### config.mk
export PLATFORM = sky130hd
export DESIGN_NAME = dds_status_tx_flat
export DESIGN_NICKNAME = d
export VERILOG_FILES = /design/src/rtl/dds_uart_pkg.sv /design/src/rtl/dds_status_tx_if.sv /design/src/rtl/dds_status_tx_bin2bcd_seq.sv /design/src/rtl/dds_status_tx.sv /design/src/flat_wrapper.sv
export SDC_FILE = /design/constraint.sdc
export NUM_CORES = 1
export LEC_CHECK = 0
export ABC_AREA = 1
export ABC_CLOCK_PERIOD_IN_PS = 1900
export BUFFER_PORTS_ARGS = -buffer_cell sky130_fd_sc_hd__buf_4
export CORE_UTILIZATION = 30
export CTS_CLUSTER_DIAMETER = 60
export DETAILED_ROUTE_END_ITERATION = 6
export HOLD_SLACK_MARGIN = 0.02
export PLACE_DENSITY = 0.55
export SETUP_SLACK_MARGIN = 0.3
export SYNTH_ARGS = -nofsm -noshare
export SYNTH_HDL_FRONTEND = slang
export SYNTH_HIERARCHICAL = 1
export SYNTH_SLANG_ARGS = --single-unit
### constraint.sdc
create_clock -name clk -period 1.9 [get_ports clk]
set_input_delay 0.19 -clock clk [delete_from_list [all_inputs] [get_ports clk]]
set_output_delay 0.19 -clock clk [all_outputs]
set_load 0.01 [all_outputs]
### src/rtl/dds_uart_pkg.sv
// Shared definitions for the DDS ASCII status transmitter: ASCII byte
// constants, wave_sel encodings, transmit FSM states and small char helpers.
// Optional macro DDS_STATUS_CRLF_EN adds the CR/LF trailer states.
package dds_uart_pkg;

    localparam logic [7:0] CH_S      = 8'h73;
    localparam logic [7:0] CH_CR     = 8'h0D;
    localparam logic [7:0] CH_LF     = 8'h0A;
    localparam logic [7:0] CH_ZERO   = 8'h30;
    localparam logic [7:0] CH_SINE   = 8'h61;
    localparam logic [7:0] CH_SQUARE = 8'h63;
    localparam logic [7:0] CH_TRI    = 8'h62;

    localparam logic [1:0] WAVE_SINE   = 2'd0;
    localparam logic [1:0] WAVE_SQUARE = 2'd1;
    localparam logic [1:0] WAVE_TRI    = 2'd2;

    typedef enum logic [2:0] {
        ST_IDLE,
        ST_CONV,
        ST_SEND_WAVE,
        ST_SEND_DIG,
        ST_SEND_S,
`ifdef DDS_STATUS_CRLF_EN
        ST_SEND_CR,
        ST_SEND_LF,
`endif
        ST_DONE
    } tx_state_e;

    // Receiver mapping: 'a' sine, 'c' square, 'b' triangle; code 3 falls back to sine.
    function automatic logic [7:0] wave_char(input logic [1:0] ws);
        case (ws)
            WAVE_SQUARE: wave_char = CH_SQUARE;
            WAVE_TRI:    wave_char = CH_TRI;
            default:     wave_char = CH_SINE;
        endcase
    endfunction

    function automatic logic [7:0] digit_char(input logic [3:0] nib);
        digit_char = CH_ZERO + {4'h0, nib};
    endfunction

endpackage

### src/rtl/dds_status_tx_if.sv
// Bus between DDS control logic (master) and the status transmitter (slave).
// Byte handshake: a byte moves on a rising clk edge where tx_valid && tx_ready;
// while tx_valid is high and not yet accepted, tx_data holds and tx_valid stays
// high; a new byte may be offered the cycle after acceptance.
interface dds_status_tx_if #(parameter int FREQ_W = 32);
    logic              start;
    logic [FREQ_W-1:0] freq_hz;
    logic [1:0]        wave_sel;
    logic [7:0]        tx_data;
    logic              tx_valid;
    logic              tx_ready;
    logic              busy;
    logic              done;

    modport master (
        output start, freq_hz, wave_sel, tx_ready,
        input  tx_data, tx_valid, busy, done
    );

    modport slave (
        input  start, freq_hz, wave_sel, tx_ready,
        output tx_data, tx_valid, busy, done
    );
endinterface

### src/rtl/dds_status_tx_bin2bcd_seq.sv
// Sequential double-dabble: load captures the binary value, then FREQ_W cycles
// each add 3 to every nibble >= 5 and shift one bit in. done pulses for one
// cycle when the BCD result becomes final; bcd holds until the next load.
module bin2bcd_seq #(
    parameter int FREQ_W = 32,
    parameter int NDIG   = 10
) (
    input  logic                  clk,
    input  logic                  rst_n,
    input  logic                  load,
    input  logic [FREQ_W-1:0]     bin,
    output logic                  busy,
    output logic                  done,
    output logic [NDIG-1:0][3:0]  bcd
);
    localparam int CW = $clog2(FREQ_W + 1);

    logic [FREQ_W-1:0]    sh;
    logic [CW-1:0]        cnt;
    logic [NDIG-1:0][3:0] adj;
    logic [4*NDIG:0]      shifted;

    // Add-3 correction on every digit ahead of the shift.
    always_comb begin
        for (int i = 0; i < NDIG; i++) begin
            adj[i] = (bcd[i] >= 4'd5) ? bcd[i] + 4'd3 : bcd[i];
        end
        shifted = {adj, sh[FREQ_W-1]};
    end

    // One shift per cycle while busy; the top shifted-out bit is always zero.
    always_ff @(posedge clk or negedge rst_n) begin
        if (!rst_n) begin
            sh   <= '0;
            cnt  <= '0;
            bcd  <= '0;
            busy <= 1'b0;
            done <= 1'b0;
        end else begin
            done <= 1'b0;
            if (load) begin
                sh   <= bin;
                bcd  <= '0;
                cnt  <= CW'(FREQ_W);
                busy <= 1'b1;
            end else if (busy) begin
                bcd <= shifted[4*NDIG-1:0];
                sh  <= {sh[FREQ_W-2:0], 1'b0};
                cnt <= cnt - CW'(1);
                if (cnt == CW'(1)) begin
                    busy <= 1'b0;
                    done <= 1'b1;
                end
            end
        end
    end
endmodule

### src/rtl/dds_status_tx.sv
// DDS status transmitter: on start, captures frequency/waveform and emits
// <wave char><decimal Hz, no leading zeros>'s' over a valid/ready byte port.
// Macro DDS_STATUS_CRLF_EN appends CR LF after 's' for terminal viewing.
module dds_status_tx
    import dds_uart_pkg::*;
#(
    parameter int FREQ_W = 32,
    parameter int NDIG   = 10
) (
    input  logic                   clk,
    input  logic                   rst_n,
    dds_status_tx_if.slave         bus,
    output tx_state_e              dbg_state
);
    localparam int PW = $clog2(NDIG);

    tx_state_e            state;
    logic [1:0]           wave_q;
    logic [PW-1:0]        ptr;
    logic [PW-1:0]        ptr_nxt;
    logic [PW-1:0]        lead;
    logic                 conv_load;
    logic                 conv_busy;
    logic                 conv_done;
    logic [NDIG-1:0][3:0] conv_bcd;
    logic                 hs;

    assign conv_load = (state == ST_IDLE) && bus.start;
    assign hs        = bus.tx_valid && bus.tx_ready;
    assign ptr_nxt   = ptr - PW'(1);
    assign dbg_state = state;

    bin2bcd_seq #(.FREQ_W(FREQ_W), .NDIG(NDIG)) u_bcd (
        .clk   (clk),
        .rst_n (rst_n),
        .load  (conv_load),
        .bin   (bus.freq_hz),
        .busy  (conv_busy),
        .done  (conv_done),
        .bcd   (conv_bcd)
    );

    // Highest nonzero digit index; zero when the value is zero so a lone '0' is sent.
    always_comb begin
        lead = '0;
        for (int i = 0; i < NDIG; i++) begin
            if (conv_bcd[i] != 4'd0) lead = PW'(i);
        end
    end

    // Transmit FSM with registered byte, valid, busy and done outputs.
    always_ff @(posedge clk or negedge rst_n) begin
        if (!rst_n) begin
            state        <= ST_IDLE;
            wave_q       <= '0;
            ptr          <= '0;
            bus.tx_data  <= 8'h00;
            bus.tx_valid <= 1'b0;
            bus.busy     <= 1'b0;
            bus.done     <= 1'b0;
        end else begin
            case (state)
                ST_IDLE: begin
                    bus.done <= 1'b0;
                    if (bus.start) begin
                        wave_q   <= bus.wave_sel;
                        bus.busy <= 1'b1;
                        state    <= ST_CONV;
                    end
                end
                ST_CONV: begin
                    // Engine idle with a fresh result: leading digit is known now.
                    if (conv_done && !conv_busy) begin
                        ptr          <= lead;
                        bus.tx_data  <= wave_char(wave_q);
                        bus.tx_valid <= 1'b1;
                        state        <= ST_SEND_WAVE;
                    end
                end
                ST_SEND_WAVE: begin
                    if (hs) begin
                        bus.tx_data <= digit_char(conv_bcd[ptr]);
                        state       <= ST_SEND_DIG;
                    end
                end
                ST_SEND_DIG: begin
                    if (hs) begin
                        if (ptr == '0) begin
                            bus.tx_data <= CH_S;
                            state       <= ST_SEND_S;
                        end else begin
                            ptr         <= ptr_nxt;
                            bus.tx_data <= digit_char(conv_bcd[ptr_nxt]);
                        end
                    end
                end
`ifdef DDS_STATUS_CRLF_EN
                ST_SEND_S: begin
                    if (hs) begin
                        bus.tx_data <= CH_CR;
                        state       <= ST_SEND_CR;
                    end
                end
                ST_SEND_CR: begin
                    if (hs) begin
                        bus.tx_data <= CH_LF;
                        state       <= ST_SEND_LF;
                    end
                end
                ST_SEND_LF: begin
                    if (hs) begin
                        bus.tx_valid <= 1'b0;
                        bus.busy     <= 1'b0;
                        bus.done     <= 1'b1;
                        state        <= ST_DONE;
                    end
                end
`else
                ST_SEND_S: begin
                    if (hs) begin
                        bus.tx_valid <= 1'b0;
                        bus.busy     <= 1'b0;
                        bus.done     <= 1'b1;
                        state        <= ST_DONE;
                    end
                end
`endif
                ST_DONE: begin
                    bus.done <= 1'b0;
                    state    <= ST_IDLE;
                end
                default: state <= ST_IDLE;
            endcase
        end
    end
endmodule

### src/flat_wrapper.sv
// flat-port wrapper written by rule: the top's interface ports become plain ports
module dds_status_tx_flat import dds_uart_pkg::*;
#(
    parameter int FREQ_W = 32,
    parameter int NDIG   = 10
)
  (clk, rst_n, dbg_state, bus_start, bus_freq_hz, bus_wave_sel, bus_tx_ready, bus_tx_data, bus_tx_valid, bus_busy, bus_done);
  dds_status_tx_if #(.FREQ_W(FREQ_W)) bus_i ();
  input  logic clk;
  input  logic rst_n;
  output tx_state_e dbg_state;
  input wire logic [$bits(bus_i.start)-1:0] bus_start;
  input wire logic [$bits(bus_i.freq_hz)-1:0] bus_freq_hz;
  input wire logic [$bits(bus_i.wave_sel)-1:0] bus_wave_sel;
  input wire logic [$bits(bus_i.tx_ready)-1:0] bus_tx_ready;
  output wire logic [$bits(bus_i.tx_data)-1:0] bus_tx_data;
  output wire logic [$bits(bus_i.tx_valid)-1:0] bus_tx_valid;
  output wire logic [$bits(bus_i.busy)-1:0] bus_busy;
  output wire logic [$bits(bus_i.done)-1:0] bus_done;
  assign bus_i.start = bus_start;
  assign bus_i.freq_hz = bus_freq_hz;
  assign bus_i.wave_sel = bus_wave_sel;
  assign bus_i.tx_ready = bus_tx_ready;
  assign bus_tx_data = bus_i.tx_data;
  assign bus_tx_valid = bus_i.tx_valid;
  assign bus_busy = bus_i.busy;
  assign bus_done = bus_i.done;
  dds_status_tx #(.FREQ_W(FREQ_W), .NDIG(NDIG)) u_core (.clk(clk), .rst_n(rst_n), .bus(bus_i), .dbg_state(dbg_state));
endmodule
# Yosys cells after proc, flatten, opt, wreduce, memory -nomap -nowiden
# Cells that the tools add are included.
# totals
reg_bits	100
input_bits	38
# classes
n_addsub	14
n_lt_le_gt_ge	12
eq_ne	15
mux	59
n_reduce_logical	29
# op_table
operator	count
2-to-1 mux 4 bit	22
2-to-1 mux 40 bit	2
2-to-1 mux 32 bit	2
>= comparator 4 x 3 -> 1 bit (second input constant)	10
adder 4 x 2 -> 4 bit (second input constant)	9
nonzero test 4 bit	9
binary-select mux 4 bit (select 4 bit)	2
2-to-1 mux 8 bit	4
one-hot mux 8 bit (3 select lines)	1
2-to-1 mux 3 bit	7
one-hot mux 3 bit (5 select lines)	1
adder 6 x 4 -> 7 bit (first input constant)	2
2-to-1 mux 6 bit	2
2-to-1 mux 1 bit	11
< comparator 4 x 5 -> 1 bit (second input constant)	2
inequality test 2 x 1 -> 1 bit (second input constant)	5
nonzero test 2 bit	5
one-hot mux 4 bit (2 select lines)	1
AND reduction 4 bit	2
equality test 3 x 2 -> 1 bit (second input constant)	2
equality test 3 bit (second input constant)	2
equality test 6 x 1 -> 1 bit (second input constant)	1
one-hot mux 1 bit (2 select lines)	3
AND reduction 3 bit	2
16 further kinds	20

# Longest topological paths before layout
# depth
ltp_word	12
depth_mapped	15

# Hierarchy
# The synthesis kept the hierarchy.
# by_module_without_submodules
mod	n_inst	cells_each	area_per_inst_um2	seq_area_each_um2
bin2bcd_seq	1	547	4290.4	2001.9
dds_status_tx	1	375	2065.7	475.5

# Worst setup path before layout
# OpenSTA, ideal clock, no wires.
# synth_timing
path_kind	reg2reg
startpoint	register u_core.ptr[0]
endpoint	register u_core.bus.tx_data[2]
setup_time_ns	0.116
t_arrival_ns	1.721
setup_slack_ns	0.062
path_stages_with_launch	14
path_cell_list	dfrtp_1 buf_2 inv_1 buf_2 ha_1 clkbuf_1 a21oi_1 o21ai_0 nand3_1 nand3_1 nand2_1 nand2_1 nand2_1 nand2_1
# synth_between
elab_chain_cells	7
word_cells_on_any_way	12
cone_classes	add/sub: 3; mux: 8; reduce/logical: 1
# synth_rtl
item	line	source
start, declared	dds_status_tx.sv:19	logic [PW-1:0] ptr;
start signal, assigned	dds_status_tx.sv:74	ptr <= lead;
start signal, assigned	dds_status_tx.sv:92	ptr <= ptr_nxt;
subtractor 4 x 1 -> 4 bit	dds_status_tx.sv:30	assign ptr_nxt = ptr - PW'(1);
binary-select mux 4 bit (select 4 bit)	dds_status_tx.sv:93	bus.tx_data <= digit_char(conv_bcd[ptr_nxt]);
2-to-1 mux 4 bit (not written as such)	dds_status_tx.sv:93	
adder 6 x 4 -> 7 bit	dds_uart_pkg.sv:41	digit_char = CH_ZERO + {4'h0, nib};
2-to-1 mux 8 bit	dds_status_tx.sv:88	if (ptr == '0) begin
2-to-1 mux 8 bit	dds_status_tx.sv:87	if (hs) begin
one-hot mux 8 bit (3 select lines) *	dds_status_tx.sv:62	case (state)
end signal, assigned	dds_status_tx.sv:75	bus.tx_data <= wave_char(wave_q);
end signal, assigned	dds_status_tx.sv:82	bus.tx_data <= digit_char(conv_bcd[ptr]);
end signal, assigned	dds_status_tx.sv:93	
end, declared	dds_status_tx_if.sv:22	output tx_data, tx_valid, busy, done
# Mark *: on every way between the ends. The rest lies on a longest branch, timed or not. The select of a mux whose other input is x is not followed.
# A chain may end at the register's enable or synchronous reset.

# Worst setup path after layout
# Same ends and word-level chain as after synthesis.

==> reports/metrics.yaml <==
synth_edf_count: 0
post-place-ws_ns: 0.0852
postRouteAntennaNets: 0
grt_pass1_vias: 5589
maxCapViolCount: 0
path_max_fanout: 6
cts-root-buf: "clkbuf_16"
n_antenna_cell: 0
cts_buffer_depth: 2
layout-drive-gt1-share_pct: 19.6
vdd_drop_max_mv: 0.832
final-max-slew-violation-count: 0
insertion_delay_ns: 0.35
tns_ns: 0
grt_overflow: 0
dpl.hpwl_um: 11200
hold_class: "in2reg"
die_w_um: 148
finalHoldViolCount: 0
numPortBuffers: 50
setup_ws_ns: 0.250
wl_um: 16600
synth_cell_types: 32
synthFlopType: "dfrtp_1"
cp-start-kind: "register"
clkTransAtPathRegs_ns: 0.07
leakagePower_nw: 4.14
synth.avg_cell_area_um2: 6.89
die_h_um: 148
ios: 52
nFillCells: 2149
finalCritPeriodShare_pct: 86.8
yosysWarnings: 6
period_needed_ns: 1.65
synth.most_common_cell: "nand2_1"
drt-pass1-iter-count: 4
grt_pass1_wl_um: 27300
yosysSeqAreaShare_pct: 39.0
status: "finished, final reports clean"
fin_worst_skew_ns: 0.00815
yosys.area.top_type: "dfrtp_1"
antenna_found_initial: 0
seqCellArea_um2: 2480
vias: 6054
cp-end-kind: "register"
ys_ff_latch: 99
core_area_um2: 20500
htree_num_levels: 3
ys_top_cells_by_count: "315 x nand2_1, 121 x inv_1, 101 x nand3_1"
required_ns: 2.19
initial_core_util_pct: 31.0
viasPerCell: 4.76
utilization_pct: 39.4
rsz0062_at_grt: "true"
die_area_um2: 21800
yosys.area.top_type_share_pct: 39.0
final_net_count: 1060
syn_nets: 984
grt_usage_pct: 15.4
num_rows: 52
synth_area_leaders: "dfrtp_1 39%, nand2_1 19%, nand3_1 8.0%, inv_1 7.1%, ha_1 4.7%"
syn_to_final_growth_pct: 26.9
criticalPathCategory: "reg2reg"
drt_iter0_drc: 328
fin_cells: 1273
clock-sinks: 99
async_flop_share_pct: 100
finalSetupViolations: 0
gp_congestion: 0.818
multi_input_area_um2: 3510
netlist_area_um2: 6360
grt_start_max_net_pins: 54
fmaxAchievable_ghz: 0.606
synthCells: 922
reg2reg_slack_ns: 0.25
cts_buffers: 9
dp_cells: 1227
crit_arrival_ns: 1.94
wl_per_cell_um: 13.0
power.density_nw_per_um2: 1930
drcViolationCount: 0
cts_tree: "yes"
critical path, stage by stage (launching register included):
cell,delay (ns)
dfrtp_1,0.42
inv_4,0.07
ha_4,0.31
clkinv_4,0.09
buf_8,0.14
nor2_1,0.16
a21oi_1,0.08
nor2_1,0.10
nand2_1,0.07
nand2_1,0.08
nand2_1,0.05
nand2_1,0.05
worst paths after layout:
| path | start | endpoint | cells past startpoint |
|---|---|---|---|
| hold reg to reg | u_core/u_bcd/cnt[2] | u_core/u_bcd/cnt[2] | 1 |
| setup reg to reg | u_core/ptr[0] | u_core/bus.tx_data[2] | 11 |
| min in group asynchronous | rst_n | u_core/u_bcd/sh[13] | 2 |
| max in group asynchronous | rst_n | u_core/u_bcd/bcd[15] | 3 |
| hold / removal | bus_wave_sel[1] | u_core/wave_q[1] | 3 |
| setup / recovery | u_core/ptr[0] | u_core/bus.tx_data[2] | 11 |
what timing repair did:
| action | in CTS | in global routing |
|---|---|---|
| hold endpoints to repair | 31 | 0 |
| cloned | 2 | 1 |
| pin swaps | 16 | 28 |
| resized for setup | 27 | 83 |
| setup endpoints to repair | 85 | 90 |
| hold buffers | 1 | 0 |
| buffers inserted | 16 | 10 |
where the power goes:
| group | total [mW] | leakage [nW] | internal (mW) | switching (mW) |
|---|---|---|---|---|
| combinational | 9.62 | 2.80 | 3.89 | 5.73 |
| sequential | 4.14 | 1.20 | 3.16 | 0.976 |
| clock | 1.81 | 0.137 | 0.943 | 0.866 |
registers in the layout, summed over array words and instances (netlist names):
signal	count
u_core/dbg_state	3
u_core/u_bcd/cnt	6
u_core/bus.busy	1
u_core/bus.done	1
u_core/u_bcd/busy	1
u_core/ptr	4
u_core/wave_q	2
u_core/u_bcd/bcd	40
u_core/bus.tx_data	7
u_core/u_bcd/done	1
u_core/u_bcd/sh	32
u_core/bus.tx_valid	1
per-stage QoR:
step / hold slack (ns) / instance area, um2 / power (mW)
after detailed placement: 0.190 / 7130 / 12.3
after CTS: 0.0252 / 7660 / 14.7
final: 0.0340 / 8070 / 15.6
after global routing: 0.0487 / 8070 / 17.1
after floorplan: -0.106 / 6410 / 10.1
after global placement: 0.189 / 7130 / 12.2
routing by layer:
layer | part of all wire (%) | track usage [%] | wire, um
met4 | 0.94 | 3.71 | 155
met5 | 0 | 0 | 0
met1 | 51 | 22.4 | 8450
met2 | 45 | 23.6 | 7500
met3 | 2.8 | 2.62 | 461
final cells by class:
type / count / area share (%)
repair buffers: 98 / 11.5
multi-input cells: 658 / 43.5
flip-flops and latches: 99 / 30.8
clock buffers: 11 / 3.01
clock inverters: 5 / 0.527
inverters: 132 / 6.53
well taps: 270 / 4.19
kinds of logic (layout without fill, tap and decap cells):
family	count (synthesis)	after routing	share of synthesized area [%]
DFF	99	99	39.0
other	1	1	0.0590
AOI/OAI and AO/OA	129	129	11.9
buffers and inverters	165	246	10.5
muxes	1	1	0.177
and+or+nand+nor	503	503	33.7
adders and majority gates	24	24	4.72
cells in the final DEF (no fill, tap or decap), types with 4 or more instances in the layout:
master / instances
a21oi_1: 17
a21oi_2: 7
a22oi_1: 5
a22oi_2: 14
buf_12: 6
buf_4: 77
buf_6: 7
buf_8: 4
clkbuf_16: 10
dfrtp_1: 95
dfrtp_2: 4
ha_1: 23
inv_1: 116
inv_2: 7
inv_4: 4
inv_6: 5
nand2_1: 311
nand2_2: 4
nand2_4: 4
nand3_1: 88
nand3_2: 13
nand4_1: 23
nor2_1: 34
nor2_2: 5
nor2_4: 5
nor3_1: 4
o211ai_1: 13
o21ai_0: 34
o21ai_1: 25
o22ai_1: 8
No activity file was read; power rests on OpenSTA's default activity.
